**config.mk**
```make
export PLATFORM = sky130hd
export DESIGN_NAME = ddr_burst_master
export DESIGN_NICKNAME = d
export VERILOG_FILES = /design/src/rtl/ddr_mst_pkg.sv /design/src/rtl/ddr_rd_tracker.sv /design/src/rtl/ddr_burst_master.sv
export SDC_FILE = /design/constraint.sdc
export NUM_CORES = 1
export LEC_CHECK = 0
export CORE_AREA = 2 2 460 462
export DETAILED_ROUTE_END_ITERATION = 8
export DIE_AREA = 0 0 462 464
export HOLD_SLACK_MARGIN = 0.12
export PLACE_DENSITY = 0.31
export SLEW_MARGIN = 20
export SYNTH_ARGS = -nofsm -noshare
export SYNTH_HDL_FRONTEND = slang
export SYNTH_HIERARCHICAL = 1
export SYNTH_SLANG_ARGS = --single-unit
```
**constraint.sdc**
```tcl
create_clock -name clk -period 4.7 [get_ports clk]
set_input_delay 0.94 -clock clk [delete_from_list [all_inputs] [get_ports clk]]
set_output_delay 0.94 -clock clk [all_outputs]
set_load 0.1 [all_outputs]
```
**src/rtl/ddr_mst_pkg.sv**
```systemverilog
// rtl/ddr_mst_pkg.sv - shared command codes, beat count and FSM encoding for the DDR burst master
package ddr_mst_pkg;

  localparam logic [2:0] CMD_WR = 3'b000;
  localparam logic [2:0] CMD_RD = 3'b001;

  // 2:1 controller mode: every app command carries two data beats
  localparam int BEATS_PER_CMD = 2;

  typedef enum logic [2:0] {
    S_WAIT_INIT,
    S_ARB,
    S_WR_CMD,
    S_WR_BEAT2,
    S_RD_CMD,
    S_RD_GAP
  } state_t;

endpackage

```
**src/rtl/ddr_rd_tracker.sv**
```systemverilog
// rtl/ddr_rd_tracker.sv - read-return stage: outstanding-beat count, done detection, data register
module ddr_rd_tracker
  import ddr_mst_pkg::*;
#(
  parameter int DATA_W = 256,
  parameter int CNT_W  = 18
) (
  input  logic              clk,
  input  logic              rst_n,
  input  logic              i_cmd_acc,
  input  logic              i_busy,
  input  logic              i_all_issued,
  input  logic [DATA_W-1:0] i_app_rd_data,
  input  logic              i_app_rd_data_valid,
  output logic [DATA_W-1:0] o_rd_data,
  output logic              o_rd_data_valid,
  output logic              o_done
);

  logic [CNT_W-1:0]  r_outstanding;
  logic [DATA_W-1:0] r_rd_data;
  logic              r_rd_data_valid;
  logic              r_err_unexp;
  logic              w_expected;
  logic [CNT_W-1:0]  w_inc;
  logic [CNT_W-1:0]  w_dec;

  // A beat with nothing outstanding is forwarded but must not underflow the count
  assign w_expected = i_app_rd_data_valid && (r_outstanding != '0);
  assign w_inc      = i_cmd_acc ? CNT_W'(BEATS_PER_CMD) : '0;
  assign w_dec      = w_expected ? CNT_W'(1) : '0;

  always_ff @(posedge clk or negedge rst_n) begin
    if (!rst_n) begin
      r_outstanding   <= '0;
      r_rd_data       <= '0;
      r_rd_data_valid <= 1'b0;
      r_err_unexp     <= 1'b0;
    end else begin
      r_outstanding   <= r_outstanding + w_inc - w_dec;
      r_rd_data       <= i_app_rd_data;
      r_rd_data_valid <= i_app_rd_data_valid;
      if (i_app_rd_data_valid && (r_outstanding == '0))
        r_err_unexp <= 1'b1;
    end
  end

  assign o_rd_data       = r_rd_data;
  assign o_rd_data_valid = r_rd_data_valid;
  assign o_done          = i_busy && i_all_issued && (r_outstanding == '0);

endmodule

```
**src/rtl/ddr_burst_master.sv**
```systemverilog
// rtl/ddr_burst_master.sv - arbitrates block write/read jobs onto the 2:1 DDR app interface
module ddr_burst_master
  import ddr_mst_pkg::*;
#(
  parameter int ADDR_W    = 29,
  parameter int DATA_W    = 256,
  parameter int LEN_W     = 16,
  parameter int ADDR_STEP = 8,
  parameter int INIT_TO   = 0
) (
  input  logic              clk,
  input  logic              rst_n,
  input  logic              phy_init_done,
  input  logic              wr_start,
  input  logic [ADDR_W-1:0] wr_addr,
  input  logic [LEN_W-1:0]  wr_len,
  input  logic [DATA_W-1:0] wr_fifo_rdata,
  input  logic [9:0]        wr_fifo_cnt,
  output logic              wr_fifo_rd_en,
  output logic              wr_busy,
  output logic              wr_done,
  input  logic              rd_start,
  input  logic [ADDR_W-1:0] rd_addr,
  input  logic [LEN_W-1:0]  rd_len,
  output logic              rd_busy,
  output logic              rd_done,
  output logic [DATA_W-1:0] rd_data,
  output logic              rd_data_valid,
  output logic              app_en,
  output logic [2:0]        app_cmd,
  output logic [ADDR_W-1:0] app_addr,
  output logic [DATA_W-1:0] app_wdf_data,
  input  logic              app_rdy,
  input  logic              app_wdf_rdy,
  input  logic [DATA_W-1:0] app_rd_data,
  input  logic              app_rd_data_valid
);

  localparam logic [ADDR_W-1:0] STEP = ADDR_W'(ADDR_STEP);

  state_t            r_state;
  state_t            w_next;
  logic              r_wr_busy;
  logic              r_rd_busy;
  logic              r_last_wr;
  logic              r_init_timeout;
  logic [31:0]       r_init_cnt;
  logic [ADDR_W-1:0] r_wr_addr;
  logic [ADDR_W-1:0] r_rd_addr;
  logic [LEN_W-1:0]  r_wr_len;
  logic [LEN_W-1:0]  r_rd_len;

  logic w_wr_launch;
  logic w_rd_launch;
  logic w_wr_ok;
  logic w_rd_ok;
  logic w_wr_step;
  logic w_rd_step;
  logic w_rd_acc;
  logic w_rd_done;

  assign w_wr_launch = wr_start && !r_wr_busy && (wr_len != '0);
  assign w_rd_launch = rd_start && !r_rd_busy && (rd_len != '0);
  // A write command needs both of its beats already sitting in the FIFO
  assign w_wr_ok     = r_wr_busy && (wr_fifo_cnt >= 10'd2);
  assign w_rd_ok     = (r_rd_len != '0);

  always_ff @(posedge clk or negedge rst_n) begin
    if (!rst_n) r_state <= S_WAIT_INIT;
    else        r_state <= w_next;
  end

  always_comb begin
    w_next        = r_state;
    app_en        = 1'b0;
    app_cmd       = CMD_RD;
    app_addr      = '0;
    app_wdf_data  = '0;
    wr_fifo_rd_en = 1'b0;
    w_wr_step     = 1'b0;
    w_rd_step     = 1'b0;
    w_rd_acc      = 1'b0;
    case (r_state)
      S_WAIT_INIT: begin
        if (phy_init_done) w_next = S_ARB;
      end
      S_ARB: begin
        if (w_wr_ok && w_rd_ok) w_next = r_last_wr ? S_RD_CMD : S_WR_CMD;
        else if (w_wr_ok)       w_next = S_WR_CMD;
        else if (w_rd_ok)       w_next = S_RD_CMD;
      end
      S_WR_CMD: begin
        app_en       = 1'b1;
        app_cmd      = CMD_WR;
        app_addr     = r_wr_addr;
        app_wdf_data = wr_fifo_rdata;
        if (app_rdy && app_wdf_rdy) begin
          wr_fifo_rd_en = 1'b1;
          w_next        = S_WR_BEAT2;
        end
      end
      S_WR_BEAT2: begin
        app_cmd      = CMD_WR;
        app_wdf_data = wr_fifo_rdata;
        if (app_wdf_rdy) begin
          wr_fifo_rd_en = 1'b1;
          w_wr_step     = 1'b1;
          w_next        = S_ARB;
        end
      end
      S_RD_CMD: begin
        app_en   = 1'b1;
        app_addr = r_rd_addr;
        if (app_rdy) begin
          w_rd_acc = 1'b1;
          w_next   = S_RD_GAP;
        end
      end
      S_RD_GAP: begin
        w_rd_step = 1'b1;
        w_next    = S_ARB;
      end
      default: w_next = S_WAIT_INIT;
    endcase
  end

  always_ff @(posedge clk or negedge rst_n) begin
    if (!rst_n) begin
      r_last_wr <= 1'b0;
    end else if (r_state == S_ARB) begin
      if (w_next == S_WR_CMD)      r_last_wr <= 1'b1;
      else if (w_next == S_RD_CMD) r_last_wr <= 1'b0;
    end
  end

  always_ff @(posedge clk or negedge rst_n) begin
    if (!rst_n) begin
      r_wr_busy <= 1'b0;
      r_wr_addr <= '0;
      r_wr_len  <= '0;
    end else if (w_wr_launch) begin
      r_wr_busy <= 1'b1;
      r_wr_addr <= wr_addr;
      r_wr_len  <= wr_len;
    end else if (w_wr_step) begin
      r_wr_len  <= r_wr_len - LEN_W'(1);
      r_wr_addr <= r_wr_addr + STEP;
      if (r_wr_len == LEN_W'(1)) r_wr_busy <= 1'b0;
    end
  end

  // Read busy outlives the command phase until every returned beat is delivered
  always_ff @(posedge clk or negedge rst_n) begin
    if (!rst_n) begin
      r_rd_busy <= 1'b0;
      r_rd_addr <= '0;
      r_rd_len  <= '0;
    end else if (w_rd_launch) begin
      r_rd_busy <= 1'b1;
      r_rd_addr <= rd_addr;
      r_rd_len  <= rd_len;
    end else begin
      if (w_rd_step) begin
        r_rd_len  <= r_rd_len - LEN_W'(1);
        r_rd_addr <= r_rd_addr + STEP;
      end
      if (w_rd_done) r_rd_busy <= 1'b0;
    end
  end

  always_ff @(posedge clk or negedge rst_n) begin
    if (!rst_n) begin
      r_init_cnt     <= '0;
      r_init_timeout <= 1'b0;
    end else if ((INIT_TO != 0) && (r_state == S_WAIT_INIT) && !phy_init_done && !r_init_timeout) begin
      r_init_cnt <= r_init_cnt + 32'd1;
      if (r_init_cnt == 32'(INIT_TO - 1)) r_init_timeout <= 1'b1;
    end
  end

  ddr_rd_tracker #(
    .DATA_W(DATA_W),
    .CNT_W (LEN_W + 2)
  ) u_rd_tracker (
    .clk                (clk),
    .rst_n              (rst_n),
    .i_cmd_acc          (w_rd_acc),
    .i_busy             (r_rd_busy),
    .i_all_issued       (r_rd_len == '0),
    .i_app_rd_data      (app_rd_data),
    .i_app_rd_data_valid(app_rd_data_valid),
    .o_rd_data          (rd_data),
    .o_rd_data_valid    (rd_data_valid),
    .o_done             (w_rd_done)
  );

  assign wr_busy = r_wr_busy;
  assign wr_done = w_wr_step && (r_wr_len == LEN_W'(1));
  assign rd_busy = r_rd_busy;
  assign rd_done = w_rd_done;

endmodule

```
Word level (Yosys, flattened, before mapping)
Index checks and enable logic that the tools add are counted.
Operators by class
  order comparisons: 1
  $add $sub $neg: 6
  equality and inequality tests: 8
  muxes and demuxes: 37
  reductions and logical operators: 29
Operators by type and width (count)
  two-way mux 256 bit: 1
  two-way mux 29 bit: 4
  two-way mux 16 bit: 4
  adder 29 x 4 -> 29 bit, second input constant: 2
  case mux 29 bit (2 select lines): 1
  nonzero test 16 bit: 3
  subtractor 16 x 1 -> 16 bit, second input constant: 2
  two-way mux 3 bit: 8
  adder 18 bit: 1
  zero test 18 bit: 1
  case mux 3 bit (6 select lines): 1
  nonzero test 18 bit: 1
  subtractor 18 bit: 1
  equality test 16 x 1 -> 1 bit, second input constant: 1
  zero test 16 bit: 1
  two-way mux 1 bit: 16
  logical AND 1 bit: 11
  greater-or-equal comparator 10 x 2 -> 1 bit, second input constant: 1
  nonzero test 2 bit: 5
  equality test 3 x 2 -> 1 bit, second input constant: 3
  equality test 3 bit, second input constant: 3
  AND reduction 2 bit: 2
  OR reduction 2 bit: 2
  equality test 3 x 1 -> 1 bit, second input constant: 1
  4 further kinds: 5
Storage, ports and cells
  output and inout bits: 551
  flip-flop bits (word level): 371
  input port bits: 620
  word-level logic and storage cells: 92

Longest topological paths before layout
  depth after elaboration: 8
  gate-level depth with buffers: 16
  depth with buffers taken out: 16

Cells and area by module
Netlist, hierarchy kept.
Modules (own cells, without submodules)
  ddr_rd_tracker: seq. area each 6881.6 um^2, times used 1, cells an instance 422, area an instance 7931.4 um^2
  ddr_burst_master: seq. area each 2402.3 um^2, times used 1, cells an instance 910, area an instance 7334.5 um^2

Worst setup path before layout
No wires, ideal clock.
  path kind: flip-flop to output port
  start: register r_state[1]
  end: output port wr_fifo_rd_en
  data required time: 3.760 ns
  buffers on the path: 0
  slack: 0.208 ns
  cell stages (with the launch flop): 4
  arrival: 3.552 ns
  cell sequence: dfrtp_1 -> nor2b_1 -> inv_1 -> nor3b_1
Between the ends
  cells in the longest elaborated chain, start to end: 2
  elaborated cells on any way between the ends: 3
  classes of those cells: 2 x eq/ne; 1 x mux
Ends and longest elaborated chain
  start: declaration: RTL line ddr_burst_master.sv:41  | state_t r_state;
  start signal: assignment: RTL line ddr_burst_master.sv:70  | else r_state <= w_next;
  equality test 3 x 2 -> 1 bit: RTL line ddr_burst_master.sv:83  | case (r_state)
  case mux 1 bit (2 select lines) *: RTL line ddr_burst_master.sv:83
  end: declaration: RTL line ddr_burst_master.sv:19  | output logic wr_fifo_rd_en,
Every way passes the cells marked *; elsewhere a longest branch is shown, timed or not.

Worst setup path after layout
  start: register r_state[1]
  end: output port app_en
Between the ends
  cells in the longest elaborated chain, start to end: 3
  elaborated cells on any way between the ends: 4
  classes of those cells: 2 x eq/ne; 1 x mux; 1 x reduce/logical
Ends and longest elaborated chain
  equality test 3 bit or equality test 3 x 2 -> 1 bit (tied branches): RTL line ddr_burst_master.sv:83
  OR reduction 2 bit (no line) *
  two-way mux 1 bit *: RTL line ddr_burst_master.sv:83
  end: declaration: RTL line ddr_burst_master.sv:29  | output logic app_en,
Marked as above.

==> results.txt <==
Summed over all layers, the routed wires come to 155 mm. TritonCTS built the clock tree. Number of DRC violations after detailed routing: 0.

The first detailed-routing pass took 5 iterations. The number of buffers inserted for hold repair after clock tree synthesis was 1. The clock network fraction of total power came out at 0.251.

The count of port buffers added during placement is 1167. The switching share of power was 0.512. In the routed layout, each cell is associated on average with a via count of 2.84.

Clock tree synthesis selected as its root buffer the cell clkbuf_16. In this run, post-CTS repair resized a total of 0 instances. After routing the design area is 0.0317 mm². The cell total after placement is 5260, and the xor and xnor area share after synthesis is 0.0528. Leaving out fill and tap cells, the most frequent cells in the layout are 836 x clkdlybuf4s50_1, 371 x dfrtp_1, 334 x buf_4.

The synthesized-area fraction occupied by ao, oa, aoi and oai cells was 0.0687; the number of buffers created by CTS was 55. The tools report the highest clock rate as 242 MHz. Clock latency on the worst-skew pair, taken at its later pin, is 0.68 ns.

Leaving out fill and tap cells, the most frequent cell in the layout is clkdlybuf4s50_1. In this run the mean area of a mapped cell was 11.5 µm². Via count of the first global-routing pass: 16137. Class of the tightest hold or removal check: flip-flop to flip-flop. The worst setup path is captured at an output pin. Once detailed placement completed, the half-perimeter wirelength came to 135 mm. The floorplan step defined a die boundary enclosing 0.214 mm². Leaving out filler cells and counting taps, the final layout contains 5403. Dividing the detail-routed wire length by the instance count gives 28.7 µm. The final layout contains 3165 nets.

The portion of the post-synthesis area used by sequential elements is 0.608. After layout, the design draws a total of 18000 µW. The first global-routing pass estimated 192 mm of wire. The longest clock path from root to sink contains 3 buffers. The final clock period utilization by the worst path is 0.878, and the post-CTS setup buffer count is 0.

The total via count in the routed design was 15366. The critical path in this run is classified as flip-flop to output pin. After routing, the total negative slack on setup checks comes to 0 ns.

The tools report the final-report max-slew violation count as 0. The number of warning messages in the yosys log came out at 6. The smallest clock period supported by the final layout is computed as 4.13 ns.

The initial standard-cell utilization of the core is 0.0730, and the final antenna-violating net count is 0. The power density normalized to cell area works out to 568 mW/mm². The number of synthesized flops with an enable pin was 0. The total routing usage reported by global routing came out at 0.140.

For the number of unique standard cell types used by synthesis, the log shows 69. Post-synthesis instance area: 0.0153 mm². The logs give 0 for the remaining global-route overflow and 0.280 mV for the worst ir drop on vdd. Setup violations remaining at the end of the flow were counted as 0. The ratio of cells with drive above 1 in the final layout works out to 0.185.

For this block, the initial DRC count from the detailed router was 914. The worst clock skew was 0.0527 ns; the portion of total power attributed to combinational logic was 0.514. CTS built an H-tree with a depth of 2.

For the total number of placement rows, the log shows 168. The worst max-slew margin expressed relative to the limit was 0.219. The die boundary height came out at 464 µm. The count of mapped cells out of synthesis was 1332; the area share of and/or/nand/nor cells after synthesis was 0.207. Setup repair after global routing left no endpoint under its margin. The hold violation count in the final report was 0; the post-place instance area was 0.0296 mm².

In this run the count of I/O pins placed on the die edge is 1171. The post-CTS clock slew at the launch and capture registers of the worst setup and hold paths is 0.06 ns, and the final weighted congestion of routability-driven global placement is 0.942. Clock sink total: 371.

The mux share of post-synthesis cell area was 0.00861; the number of antenna violations at the first check in global routing was 134. In this run the worst path has a maximum fanout of 9. The run finished with clean final reports. The logs give 0.236 for the share of power burned in registers and 3.19 ns for the signal arrival time at the worst endpoint.

The smallest hold slack was 0.507 ns; the die extent in x was 462 µm. The layout overhead on the synthesized area was 107%. The reported leakage power is 0.0127 µW, and the measured slew at the worst slew-check pin is 1.17 ns. The number of fillers in the final layout is 23554.

The internal power of the cells is 8780 µW, and the standard cell core area is 0.209 mm². STA classifies the critical path startpoint as a flip-flop. The fraction of the mapped netlist area in adder cells is 0.0267, and the number of violations of the max-capacitance limit is 0. The number of synthesized register bits came out at 371.

The largest family of logic cells by synthesized area was simple AND/OR/NAND/NOR gates. The proportion of register bits with asynchronous set or reset after synthesis is 1.00. Entering global routing, the biggest net connects 138 pins. The worst endpoint required time was 3.76 ns.

The analysis attributes to net switching a power of 9200 µW. For this run, the leading register cell type out of synthesis is dfrtp_1.
sequential cells by signal, indices dropped and copies added (netlist names), 3 cells and up:
| name | flops |
|---|---|
| r_wr_len | 16 |
| r_state | 3 |
| r_rd_addr | 29 |
| u_rd_tracker/o_rd_data | 256 |
| u_rd_tracker/r_outstanding | 18 |
| r_rd_len | 16 |
| r_wr_addr | 29 |
routing by layer:
layer  wire length, µm  vias up  track usage
met5               427        -            0
met3             18600      190       0.0716
li1                  -     6836            -
met1             70800     7427        0.191
met4              2070       70       0.0196
met2             63100      843        0.199
path summary, 6_finish.rpt:
| path | startpoint | to | slack, ns | depth (start not counted) |
|---|---|---|---|---|
| max | r_state[1] | app_en | 0.57 | 4 |
| min | r_last_wr | r_last_wr | 0.51 | 1 |
| max reg2reg | u_rd_tracker/r_outstanding[14] | u_rd_tracker/r_outstanding[17] | 0.94 | 16 |
| min reg2reg | r_last_wr | r_last_wr | 0.51 | 1 |
| max in group asynchronous | rst_n | u_rd_tracker/o_rd_data[6] | 2.84 | 3 |
| min in group asynchronous | rst_n | r_wr_len[14] | 0.72 | 2 |
cells in the mapped netlist (all sizes together) (24+ instances only):
cell type,count,area [µm²]
o21ai,88,440
ha,31,388
xnor2,52,455
nand2,117,442
clkbuf,48,180
inv,46,173
nand3,24,138
and2,261,1630
nor3,26,130
dfrtp,371,9280
a22o,29,254
xor2,40,350
nor2,34,130
power by group through the flow:
stage	combinational (µW)	clock (µW)	sequential, µW
6_report	9230	4500	4240
5_1_grt	9700	4880	4310
4_1_cts	9350	4780	4250
3_5_place_dp	9310	0	4290
3_3_place_gp	9350	0	4290
2_1_floorplan	5610	0	4960
logic make-up after synthesis:
logic type,count (synthesis)
other cells,1
mux,12
compound gates,165
xor+xnor,92
buf+inv,108
fa+ha+maj,32
simple gates,551
flops,371
critical path: stages, from the launching register on:
cell	delay (ns)
dfrtp_1	0.50
nor2b_4	0.42
inv_1	0.19
a21oi_1	0.19
clkdlybuf4s50_1	1.20
stage by stage:
step,setup WS [ns],util
finish,0.572,0.151
CTS,0.368,0.151
global placement,0.408,0.142
global route,0.347,0.151
floorplan,0.208,-
detailed placement,0.477,0.142
final cells by class:
class / instances / area (µm²) / area share
Antenna cell: 39 / 97.6 / 0.00308
Clock buffer: 81 / 1620 / 0.0513
Clock inverter: 22 / 323 / 0.0102
Inverter: 47 / 176 / 0.00557
Multi-Input combinational cell: 854 / 5590 / 0.176
Sequential cell: 371 / 9280 / 0.293
Tap cell: 2805 / 3510 / 0.111
Timing Repair Buffer: 1184 / 11100 / 0.349
(Power assumes the default switching activity.)
